<file path="config.mk">
export PLATFORM = sky130hd
export DESIGN_NAME = ac_motor_gate_drive
export DESIGN_NICKNAME = d
export VERILOG_FILES = /design/src/rtl/ac_motor_pkg.sv /design/src/rtl/ac_motor_deadtime_phase.sv /design/src/rtl/ac_motor_gate_drive.sv
export SDC_FILE = /design/constraint.sdc
export NUM_CORES = 1
export LEC_CHECK = 0
export ABC_CLOCK_PERIOD_IN_PS = 4600
export CAP_MARGIN = 20
export CORE_MARGIN = 5
export CORE_UTILIZATION = 62
export DETAILED_ROUTE_END_ITERATION = 16
export PLACE_DENSITY = 0.86
export SYNTH_ARGS = -nofsm -noshare
export SYNTH_HDL_FRONTEND = slang
export SYNTH_SLANG_ARGS = --single-unit
</file>
<file path="constraint.sdc">
create_clock -name clk -period 4.6 [get_ports clk]
set_input_delay 0.69 -clock clk [delete_from_list [all_inputs] [get_ports clk]]
set_output_delay 0.69 -clock clk [all_outputs]
set_load 0.01 [all_outputs]
</file>
<file path="src/rtl/ac_motor_pkg.sv">
// ac_motor_pkg
// Shared definitions for the AC motor gate driver:
//   - per-phase state encoding
//   - space-vector constants, written as S[2:0] with S[0] = phase 1
//   - ZERO_MODE encodings
//   - active_vec(): selects the active vector for a sector and step
package ac_motor_pkg;

  typedef enum logic [1:0] {
    PH_OFF  = 2'd0,
    PH_DT   = 2'd1,
    PH_ON_H = 2'd2,
    PH_ON_L = 2'd3
  } phase_state_e;

  localparam logic [2:0] VEC_V0 = 3'b000;
  localparam logic [2:0] VEC_V1 = 3'b001;
  localparam logic [2:0] VEC_V2 = 3'b011;
  localparam logic [2:0] VEC_V3 = 3'b010;
  localparam logic [2:0] VEC_V4 = 3'b110;
  localparam logic [2:0] VEC_V5 = 3'b100;
  localparam logic [2:0] VEC_V6 = 3'b101;
  localparam logic [2:0] VEC_V7 = 3'b111;

  localparam int ZM_V0  = 0;
  localparam int ZM_V7  = 1;
  localparam int ZM_ALT = 2;

  // Returns V((sector + step) mod 6), where index 0 maps to V6.
  // The caller only passes sectors 0..5, so one subtraction of 6 is enough.
  function automatic logic [2:0] active_vec(input logic [2:0] sector,
                                            input logic [1:0] step);
    logic [3:0] idx;
    idx = {1'b0, sector} + {2'b00, step};
    if (idx >= 4'd6) idx = idx - 4'd6;
    case (idx)
      4'd1:    active_vec = VEC_V1;
      4'd2:    active_vec = VEC_V2;
      4'd3:    active_vec = VEC_V3;
      4'd4:    active_vec = VEC_V4;
      4'd5:    active_vec = VEC_V5;
      default: active_vec = VEC_V6;
    endcase
  endfunction

endpackage

</file>
<file path="src/rtl/ac_motor_deadtime_phase.sv">
// ac_motor_deadtime_phase
// Gate sequencer for one inverter phase, with a dead-time down-counter.
//
// Ports:
//   clk, rst_n       clock; asynchronous active-low reset
//   run              1 = drive allowed (enabled and no trip); 0 forces OFF
//   target           wanted switch level for this phase
//   dead_time        dead-time length in clk cycles, loaded on each (re)start
//   gate_h, gate_l   high-side and low-side gate outputs
//   in_dt            phase is currently in dead time
//
// state | meaning
// ------+---------------------------------------------------------------
// OFF   | not driving; both gates low; waits for run
// DT    | dead time; both gates low; counter runs toward the pending level
// ON_H  | high side on
// ON_L  | low side on
module ac_motor_deadtime_phase
  import ac_motor_pkg::*;
#(
  parameter int DT_W = 8
) (
  input  logic            clk,
  input  logic            rst_n,
  input  logic            run,
  input  logic            target,
  input  logic [DT_W-1:0] dead_time,
  output logic            gate_h,
  output logic            gate_l,
  output logic            in_dt
);

  phase_state_e    state_q, state_d;
  logic            lvl_q, lvl_d;
  logic [DT_W-1:0] cnt_q, cnt_d;
  logic [DT_W-1:0] cnt_dec;

  always_ff @(posedge clk or negedge rst_n) begin
    if (!rst_n) begin
      state_q <= PH_OFF;
      lvl_q   <= 1'b0;
      cnt_q   <= '0;
    end else begin
      state_q <= state_d;
      lvl_q   <= lvl_d;
      cnt_q   <= cnt_d;
    end
  end

  // The counter saturates at zero. A load of 0 or 1 therefore still gives
  // exactly one dead cycle.
  assign cnt_dec = (cnt_q == '0) ? '0 : cnt_q - DT_W'(1);

  always_comb begin
    state_d = state_q;
    lvl_d   = lvl_q;
    cnt_d   = cnt_q;
    if (!run) begin
      state_d = PH_OFF;
      cnt_d   = '0;
    end else begin
      case (state_q)
        PH_OFF: begin
          state_d = PH_DT;
          lvl_d   = target;
          cnt_d   = dead_time;
        end
        PH_DT: begin
          if (target != lvl_q) begin
            // A reversal during dead time restarts the full dead time.
            lvl_d = target;
            cnt_d = dead_time;
          end else begin
            cnt_d = cnt_dec;
            if (cnt_dec == '0) state_d = lvl_q ? PH_ON_H : PH_ON_L;
          end
        end
        PH_ON_H, PH_ON_L: begin
          if (target != lvl_q) begin
            state_d = PH_DT;
            lvl_d   = target;
            cnt_d   = dead_time;
          end
        end
        default: state_d = PH_OFF;
      endcase
    end
  end

  // Gates are decoded from registered state only, so reset clears them at once
  // and the two sides of a phase can never be on together.
  assign gate_h = (state_q == PH_ON_H);
  assign gate_l = (state_q == PH_ON_L);
  assign in_dt  = (state_q == PH_DT);

endmodule

</file>
<file path="src/rtl/ac_motor_gate_drive.sv">
// ac_motor_gate_drive
// Space-vector gate driver for a three-phase inverter. The requests select a
// registered target vector S, and each phase moves its gates to the target
// level through a dead-time interval.
//
// Optional feature: define AC_MOTOR_GATE_FAULT_EN to enable the latched
// external trip (fault / fault_clr). Without it, both inputs are ignored and
// fault_latched is held at 0.
//
// Ports:
//   clk, rst_n        clock; asynchronous active-low reset
//   en                drive enable; 0 sends every phase to OFF
//   sector            space-vector sector 0..5 (6 and 7 hold S)
//   u_0, u_1, u_2     request zero / first-active / second-active vector
//   dead_time         dead time in clk cycles
//   fault, fault_clr  external trip and trip clear
//   gate_h, gate_l    gate drives per phase, bit 0 = phase 1
//   s                 registered target switch state, bit 0 = phase 1
//   busy              any phase in dead time
//   fault_latched     trip active
module ac_motor_gate_drive
  import ac_motor_pkg::*;
#(
  parameter int DT_W      = 8,
  parameter int ZERO_MODE = 0
) (
  input  logic            clk,
  input  logic            rst_n,
  input  logic            en,
  input  logic [2:0]      sector,
  input  logic            u_0,
  input  logic            u_1,
  input  logic            u_2,
  input  logic [DT_W-1:0] dead_time,
  input  logic            fault,
  input  logic            fault_clr,
  output logic [2:0]      gate_h,
  output logic [2:0]      gate_l,
  output logic [2:0]      s,
  output logic            busy,
  output logic            fault_latched
);

  logic [2:0] s_q, s_d;
  logic       tog_q, tog_d;
  logic       fault_latched_q, fault_latched_d;
  logic [2:0] zero_vec;
  logic [2:0] in_dt;
  logic       run;

  always_ff @(posedge clk or negedge rst_n) begin
    if (!rst_n) begin
      s_q             <= VEC_V0;
      tog_q           <= 1'b0;
      fault_latched_q <= 1'b0;
    end else begin
      s_q             <= s_d;
      tog_q           <= tog_d;
      fault_latched_q <= fault_latched_d;
    end
  end

  always_comb begin
    if (ZERO_MODE == ZM_V7)       zero_vec = VEC_V7;
    else if (ZERO_MODE == ZM_ALT) zero_vec = tog_q ? VEC_V7 : VEC_V0;
    else                          zero_vec = VEC_V0;
  end

  // An invalid sector holds S for every request, including u_0. The
  // alternating zero vector advances only when it is actually loaded.
  always_comb begin
    s_d   = s_q;
    tog_d = tog_q;
    if (sector <= 3'd5) begin
      if (u_0) begin
        s_d = zero_vec;
        if (ZERO_MODE == ZM_ALT) tog_d = ~tog_q;
      end else if (u_1) begin
        s_d = active_vec(sector, 2'd1);
      end else if (u_2) begin
        s_d = active_vec(sector, 2'd2);
      end
    end
  end

`ifdef AC_MOTOR_GATE_FAULT_EN
  // If fault and fault_clr are high together, fault wins.
  always_comb begin
    fault_latched_d = fault_latched_q;
    if (fault)          fault_latched_d = 1'b1;
    else if (fault_clr) fault_latched_d = 1'b0;
  end
`else
  logic fault_unused;
  assign fault_unused    = fault ^ fault_clr;
  assign fault_latched_d = 1'b0;
`endif

  // Using the next trip value makes a trip turn the gates off on the same
  // edge that latches it.
  assign run = en & ~fault_latched_d;

  for (genvar i = 0; i < 3; i++) begin : g_phase
    ac_motor_deadtime_phase #(
      .DT_W(DT_W)
    ) u_phase (
      .clk      (clk),
      .rst_n    (rst_n),
      .run      (run),
      .target   (s_q[i]),
      .dead_time(dead_time),
      .gate_h   (gate_h[i]),
      .gate_l   (gate_l[i]),
      .in_dt    (in_dt[i])
    );
  end

  assign s             = s_q;
  assign busy          = |in_dt;
  assign fault_latched = fault_latched_q;

endmodule

</file>
# After elaboration in Yosys (flattened, before gate mapping)
# Index checks and enable logic that the tools add are counted.
[classes]
add_sub_neg = 7
eq_ne = 34
muxes = 53
magnitude_cmp = 3
n_reduce_logical = 24
[op_table]
columns = ["op", "n"]
rows = [
  ["$mux W8", 12],
  ["$pmux W8 S3", 3],
  ["$logic_not A8 Y1", 6],
  ["$mux W4", 9],
  ["$pmux W3 S5", 2],
  ["$mux W2", 12],
  ["$sub A8 B1 Y8 const B", 3],
  ["$ne A3 B3 Y1 const B", 6],
  ["$pmux W2 S3", 3],
  ["$eq A4 B2 Y1 const B", 4],
  ["$eq A4 B3 Y1 const B", 4],
  ["$eq A2 B2 Y1 const B", 6],
  ["$reduce_or A3 Y1", 4],
  ["$mux W3", 3],
  ["$ne A3 B2 Y1 const B", 3],
  ["$reduce_and A3 Y1", 3],
  ["$eq A4 B1 Y1 const B", 2],
  ["$ge A4 B3 Y1 const B", 2],
  ["$reduce_and A2 Y1", 4],
  ["$sub A4 B3 Y4 const B", 2],
  ["$eq A2 B1 Y1 const B", 3],
  ["$logic_not A2 Y1", 3],
  ["$mux W1", 6],
  ["$ne A2 B1 Y1 const B", 3],
  ["7 further kinds", 13],
]
[totals]
out_inout_bits = 11
regBits = 36

# Logic depth before layout (Yosys ltp)
[logic_depth]
word_depth = 12
ltp_mapped = 8
depth_no_buf = 8

# Cells and area by module
# A second synthesis with hierarchy kept.
[hier_totals]
hier_cells = 356
hier_area_um2 = 3010.4
[by_module_without_submodules]
columns = ["module", "cells_each", "area_each_um2", "n_inst"]
rows = [
  ["ac_motor_deadtime_phase", 96, 815.8, 3],
  ["ac_motor_gate_drive", 68, 563.0, 1],
]

# Worst setup path before layout
# Ideal clock, no wire load.
[synth_path]
path_kind = "input to register"
from = "input sector[0]"
to = "register s_q[1], in the netlist s[1]"
arrival_ps = 2189
setup_time_ps = 126
slack_ps = 2285
cell_stages = 8
path_buffers = 0
path_cell_list = "ha_1 xnor2_1 inv_1 ha_1 nor3b_1 o211ai_1 a311oi_1 a221o_1"
[synth_via]
elab_chain_cells = 12
[synth_rtl]
columns = ["element", "line_no", "text"]
rows = [
  ["from (decl)", "ac_motor_gate_drive.sv:30", "input logic [2:0] sector,"],
  ["$add A3 B2 Y4", "ac_motor_pkg.sv:34", "idx = {1'b0, sector} + {2'b00, step};"],
  ["$sub A4 B3 Y4 / $ge A4 B3 Y1 (equally long branches)", "ac_motor_pkg.sv:35", "if (idx >= 4'd6) idx = idx - 4'd6;"],
  ["$mux W4", "ac_motor_pkg.sv:35", ""],
  ["$mux W4", "ac_motor_gate_drive.sv:80", "end else if (u_2) begin"],
  ["$mux W4", "ac_motor_gate_drive.sv:78", "end else if (u_1) begin"],
  ["$mux W4", "ac_motor_gate_drive.sv:75", "if (u_0) begin"],
  ["$mux W4", "ac_motor_gate_drive.sv:74", "if (sector <= 3'd5) begin"],
  ["$eq A4 B3 Y1, or another cell as far along", "ac_motor_pkg.sv:36", "case (idx)"],
  ["$pmux W3 S5", "ac_motor_pkg.sv:36", ""],
  ["$mux W3", "ac_motor_gate_drive.sv:80", ""],
  ["$mux W3", "ac_motor_gate_drive.sv:78", ""],
  ["$mux W3", "ac_motor_gate_drive.sv:75", ""],
  ["to (signal assigned)", "ac_motor_gate_drive.sv:53", "s_q <= VEC_V0;"],
  ["to (signal assigned)", "ac_motor_gate_drive.sv:57", "s_q <= s_d;"],
  ["to (decl)", "ac_motor_gate_drive.sv:44", "logic [2:0] s_q, s_d;"],
]
# Parallel ways exist; a longest one is shown, timed or not. The select of a mux whose other input is x is not followed.
# A chain may end at the register's enable or synchronous reset.

# Worst setup path in the final report
# Ends and elaborated chain as after synthesis.

==> impl_results.rst <==
.. list-table::
   :header-rows: 1

   * - Metric
     - Value
   * - Result of the run
     - finished clean
   * - Latest clock arrival within the worst-skew pair
     - 0.30 ns
   * - Number of enable flip-flop cells after synthesis
     - 0
   * - Number of cell rows
     - 24
   * - Post-cts resize count
     - 0
   * - Fraction of layout cells with a size suffix above 1
     - 0.0667
   * - Pre-Repair DR Iteration Count
     - 4
   * - Primary FF master, synth
     - sky130_fd_sc_hd__dfrtp_1
   * - Final wirelength
     - 6760 um
   * - Leakage component of the power
     - 1.38 nW
   * - CP max stage cell
     - sky130_fd_sc_hd__clkdlybuf4s50_1
   * - Worst min-delay path category
     - flop to flop
   * - Share of synthesized cell area in full adder, half adder and majority cells
     - 0.0694
   * - Number of slew-limit violations in the final report
     - 0
   * - Die Footprint
     - approximately 6100 sq um
   * - Count of clock tree sinks
     - 36
   * - Post-route clock period utilization
     - 0.644
   * - Total Routing Usage GR
     - 0.233
   * - Average wire length per cell after detail routing
     - 16.4 um
   * - Critical-path maximum fanout
     - 10
   * - Hold buffers post-CTS
     - 0
   * - Type of the setup path with the least slack
     - input pin to flop
   * - Routed Antenna Nets
     - 0
   * - Arrival time of the worst setup path
     - 3.13 ns
   * - Post-synthesis share of cell area spent on and, or, nand and nor gates
     - 0.245
   * - Core Box Area
     - 4440 sq um
   * - Met1 usage in global routing
     - 0.328
   * - Total gr overflow
     - 0
   * - Post-route total power
     - ~1.4 mW
   * - Post-synthesis cell type count
     - 60
   * - Number of nets in the layout
     - 394
   * - Power density relative to cell area
     - 441 nW/um^2
   * - Total half-perimeter wirelength after legalization and detailed placement
     - 5030 um
   * - Avg Synthesized Cell Area
     - between 8 and 9 sq um
   * - Data required time of the critical path
     - 4.77 ns
   * - Cell family with the largest share of critical-path delay
     - compound AO/OA/AOI/OAI gates
   * - H-tree levels
     - 2
   * - Worst hold start
     - g_phase[2].u_phase.lvl_q
   * - Multiplexer share of the synthesized area
     - 0.0317
   * - Flop2flop setup slack
     - roughly 2.4 ns
   * - Die extent in x
     - between 70 and 80 um
   * - Total of warnings raised by yosys
     - 0
   * - Largest net degree at the start of global routing
     - 37
   * - Remaining max-slew budget at the tightest pin
     - 0.413
   * - Number of instances on the worst hold path
     - 1
   * - Startpoint type of the worst setup path
     - input pin
   * - Hold Vio Cnt, Final
     - 0
   * - Number of antenna violations at the first check in global routing
     - 0
   * - Via Count
     - 2,680
   * - Cell occurring most often along the worst timing path
     - sky130_fd_sc_hd__ha_1
   * - Crit Reg-Reg Endpoint
     - g_phase[0].u_phase.cnt_q[3]
   * - Number of instances in the synthesized netlist
     - 343
   * - CTS Root Cell
     - sky130_fd_sc_hd__clkbuf_8
   * - Syn Nets
     - between 300 and 400
   * - Post-synth design cell area
     - 2880 sq um
   * - Final critical path time including I/O delays and setup
     - 2.96 ns
   * - Initial DRC count
     - 277
   * - First-pass GRT wire length
     - roughly 12,000 um
   * - Number of buffers inserted during clock tree synthesis
     - 5
   * - Fin Hold WS
     - around 0.55 ns
   * - Maximum ir drop on the vdd rail
     - 0.000272 V
   * - Count of input and output buffers
     - 26
   * - Xor and xnor fraction of the mapped netlist area
     - 0.0365
   * - Combinational family with the most area after synthesis
     - simple AND/OR/NAND/NOR gates
   * - Setup violations, final
     - 0
   * - Max Cap Viol
     - 0
   * - Number of placed I/O pins
     - 30
   * - Die height
     - 78.2 um
   * - Most Crowded Layer GR
     - met2
   * - Compound-cell area share of the yosys netlist
     - 0.244
   * - Final Wtd Congestion
     - ~0.9
   * - Number of buffer and inverter instances along the worst setup path
     - 2
   * - Met2 Resource Use GR
     - 0.374
   * - Buffers from clock root to sink, at most
     - 2
   * - Max Clk Rate
     - 338 MHz
   * - Met3 Use GR
     - 0.0446
   * - Area delta synth->final
     - 11.7%
   * - Capture endpoint of the worst hold path
     - g_phase[2].u_phase.state_q[0]
   * - Detailed-route DRC error count
     - 0
   * - CP max stage delay
     - 0.57 ns
   * - Unrepaired setup endpoints after global routing
     - no
   * - Chain of cells forming the critical path
     - clkdlybuf4s50_1 -> ha_1 -> xnor2_1 -> inv_1 -> ha_1 -> nor3b_1 -> o211ai_1 -> a311oi_1 -> a221o_1
   * - Effective utilization at floorplan
     - 0.649
   * - Kind of end point of the critical path
     - flop
   * - Setup bufs post-CTS
     - 0
   * - Reg2Reg Launch Point
     - g_phase[0].u_phase.cnt_q[0]
   * - Proportion of register bits with asynchronous set or reset after synthesis
     - 1.00
   * - Flip-flop and latch count after synthesis
     - 36
   * - Fraction of the yosys area taken by sequential cells
     - 0.313
   * - Reg2Reg Depth
     - 7
   * - Number of cells on the critical path
     - 9
   * - Worst-margin pin slew
     - slightly below 0.9 ns
   * - Avg Vias per Cell
     - 6.50
   * - Via count of the first global-routing pass
     - 2,454
   * - CTS tree
     - built
   * - N_diodes
     - 0
   * - Clock transition at the register clock pins on the worst setup and hold paths after CTS
     - 0.07 ns
   * - Worst setup skew after layout
     - 0.0160 ns
   * - Final sum of negative setup slack
     - 0 ns
## layout make-up
cell class	count	area [sq um]
flip-flops and latches	36	901
inverters	16	60.1
clock inverters	2	35.0
fillers	332	1220
well taps	52	65.1
clock buffers	6	72.6
multi-input cells	272	1810
repair buffers	28	275
## power by group
part	switching (mW)	internal [mW]	total [mW]
registers	0.103	0.383	0.486
clock network	0.120	0.161	0.281
logic	0.369	0.285	0.654
## synthesized netlist by cell type, drive strengths merged (3+ instances only)
cell     instances  area, sq um
a21oi           16         80.1
a22oi            5         37.5
a31o             3         26.3
a31oi            5         31.3
a32o             4         40.0
and2             9         58.8
and3             6         37.5
buf             12         85.1
clkbuf           7         26.3
dfrtp           36          901
ha              16          200
inv             16         60.1
mux2             6         71.3
nand2           41          154
nand2b           5         31.3
nand3            9         45.0
nand3b           3         22.5
nand4            3         18.8
nor2            15         56.3
nor2b           10         62.6
nor3            12         60.1
nor3b            4         30.0
nor4             8         77.6
o211ai           6         45.0
o21ai           25          125
o22ai            7         43.8
o2bb2ai          3         26.3
o31ai            5         37.5
xnor2            9         78.8
xor2             3         26.3
## worst max-delay path by stage
stage	start	end	slack, ns
global route	sector[0]	s[1]	1.48
CTS	sector[0]	s[1]	1.65
finish	sector[0]	s[1]	1.64
floorplan	sector[0]	s[1]	2.29
global placement	sector[0]	s[1]	1.45
detailed placement	sector[0]	s[1]	1.36
## sequential cells by signal (all words and copies together), names as in the netlist
signal                   cells
g_phase.u_phase.cnt_q       24
g_phase.u_phase.state_q      6
g_phase.u_phase.lvl_q        3
s                            3
## through the flow
step           cell area [sq um]  std cells   util  worst slack, ns
2_1_floorplan               2880        343      -             2.29
3_3_place_gp                3110        404  0.700             1.45
3_5_place_dp                3110        404  0.700             1.36
4_1_cts                     3220        412  0.724             1.65
5_1_grt                     3220        412  0.724             1.48
6_report                    3220        412  0.724             1.64
## kinds of logic after synthesis
kind of cell,count (synthesis)
AOI/OAI and AO/OA,103
xor gates and xnor gates,12
adders and majority gates,16
buffers and inverters,35
DFF,36
muxes,8
other,1
and+or+nand+nor,132
## layer usage
layer / up-vias / wire length (um)
li1: 1292 / -
met4: 0 / 62
met2: 104 / 3150
met5: - / 0
met3: 7 / 490
met1: 1277 / 3060
## layout by cell type, fill, tap and decap left out, types with 3 or more instances in the layout
cell type / netlist / final
sky130_fd_sc_hd__o21ai_0: 25 / 25
sky130_fd_sc_hd__nor4_1: 5 / 5
sky130_fd_sc_hd__o211ai_1: 6 / 6
sky130_fd_sc_hd__o31ai_1: 5 / 5
sky130_fd_sc_hd__and2_1: 7 / 7
sky130_fd_sc_hd__a22oi_1: 5 / 5
sky130_fd_sc_hd__a21oi_1: 16 / 16
sky130_fd_sc_hd__mux2_2: 5 / 5
sky130_fd_sc_hd__ha_1: 16 / 16
sky130_fd_sc_hd__o22ai_1: 7 / 7
sky130_fd_sc_hd__o2bb2ai_1: 3 / 3
sky130_fd_sc_hd__xor2_1: 3 / 3
sky130_fd_sc_hd__nor2_1: 15 / 15
sky130_fd_sc_hd__a31oi_1: 5 / 5
sky130_fd_sc_hd__nand4_1: 3 / 3
sky130_fd_sc_hd__nor2b_1: 10 / 10
sky130_fd_sc_hd__nor3b_1: 4 / 4
sky130_fd_sc_hd__inv_1: 16 / 16
sky130_fd_sc_hd__a32o_1: 4 / 4
sky130_fd_sc_hd__nand3b_1: 3 / 3
sky130_fd_sc_hd__and3_1: 6 / 6
sky130_fd_sc_hd__nand3_1: 9 / 9
sky130_fd_sc_hd__xnor2_1: 9 / 9
sky130_fd_sc_hd__nor3_1: 12 / 12
sky130_fd_sc_hd__nand2b_1: 5 / 5
sky130_fd_sc_hd__dfrtp_1: 36 / 36
sky130_fd_sc_hd__clkbuf_8: 0 / 5
sky130_fd_sc_hd__clkdlybuf4s50_1: 0 / 26
sky130_fd_sc_hd__nand2_1: 41 / 41
Power figures use the tool's default switching activity.
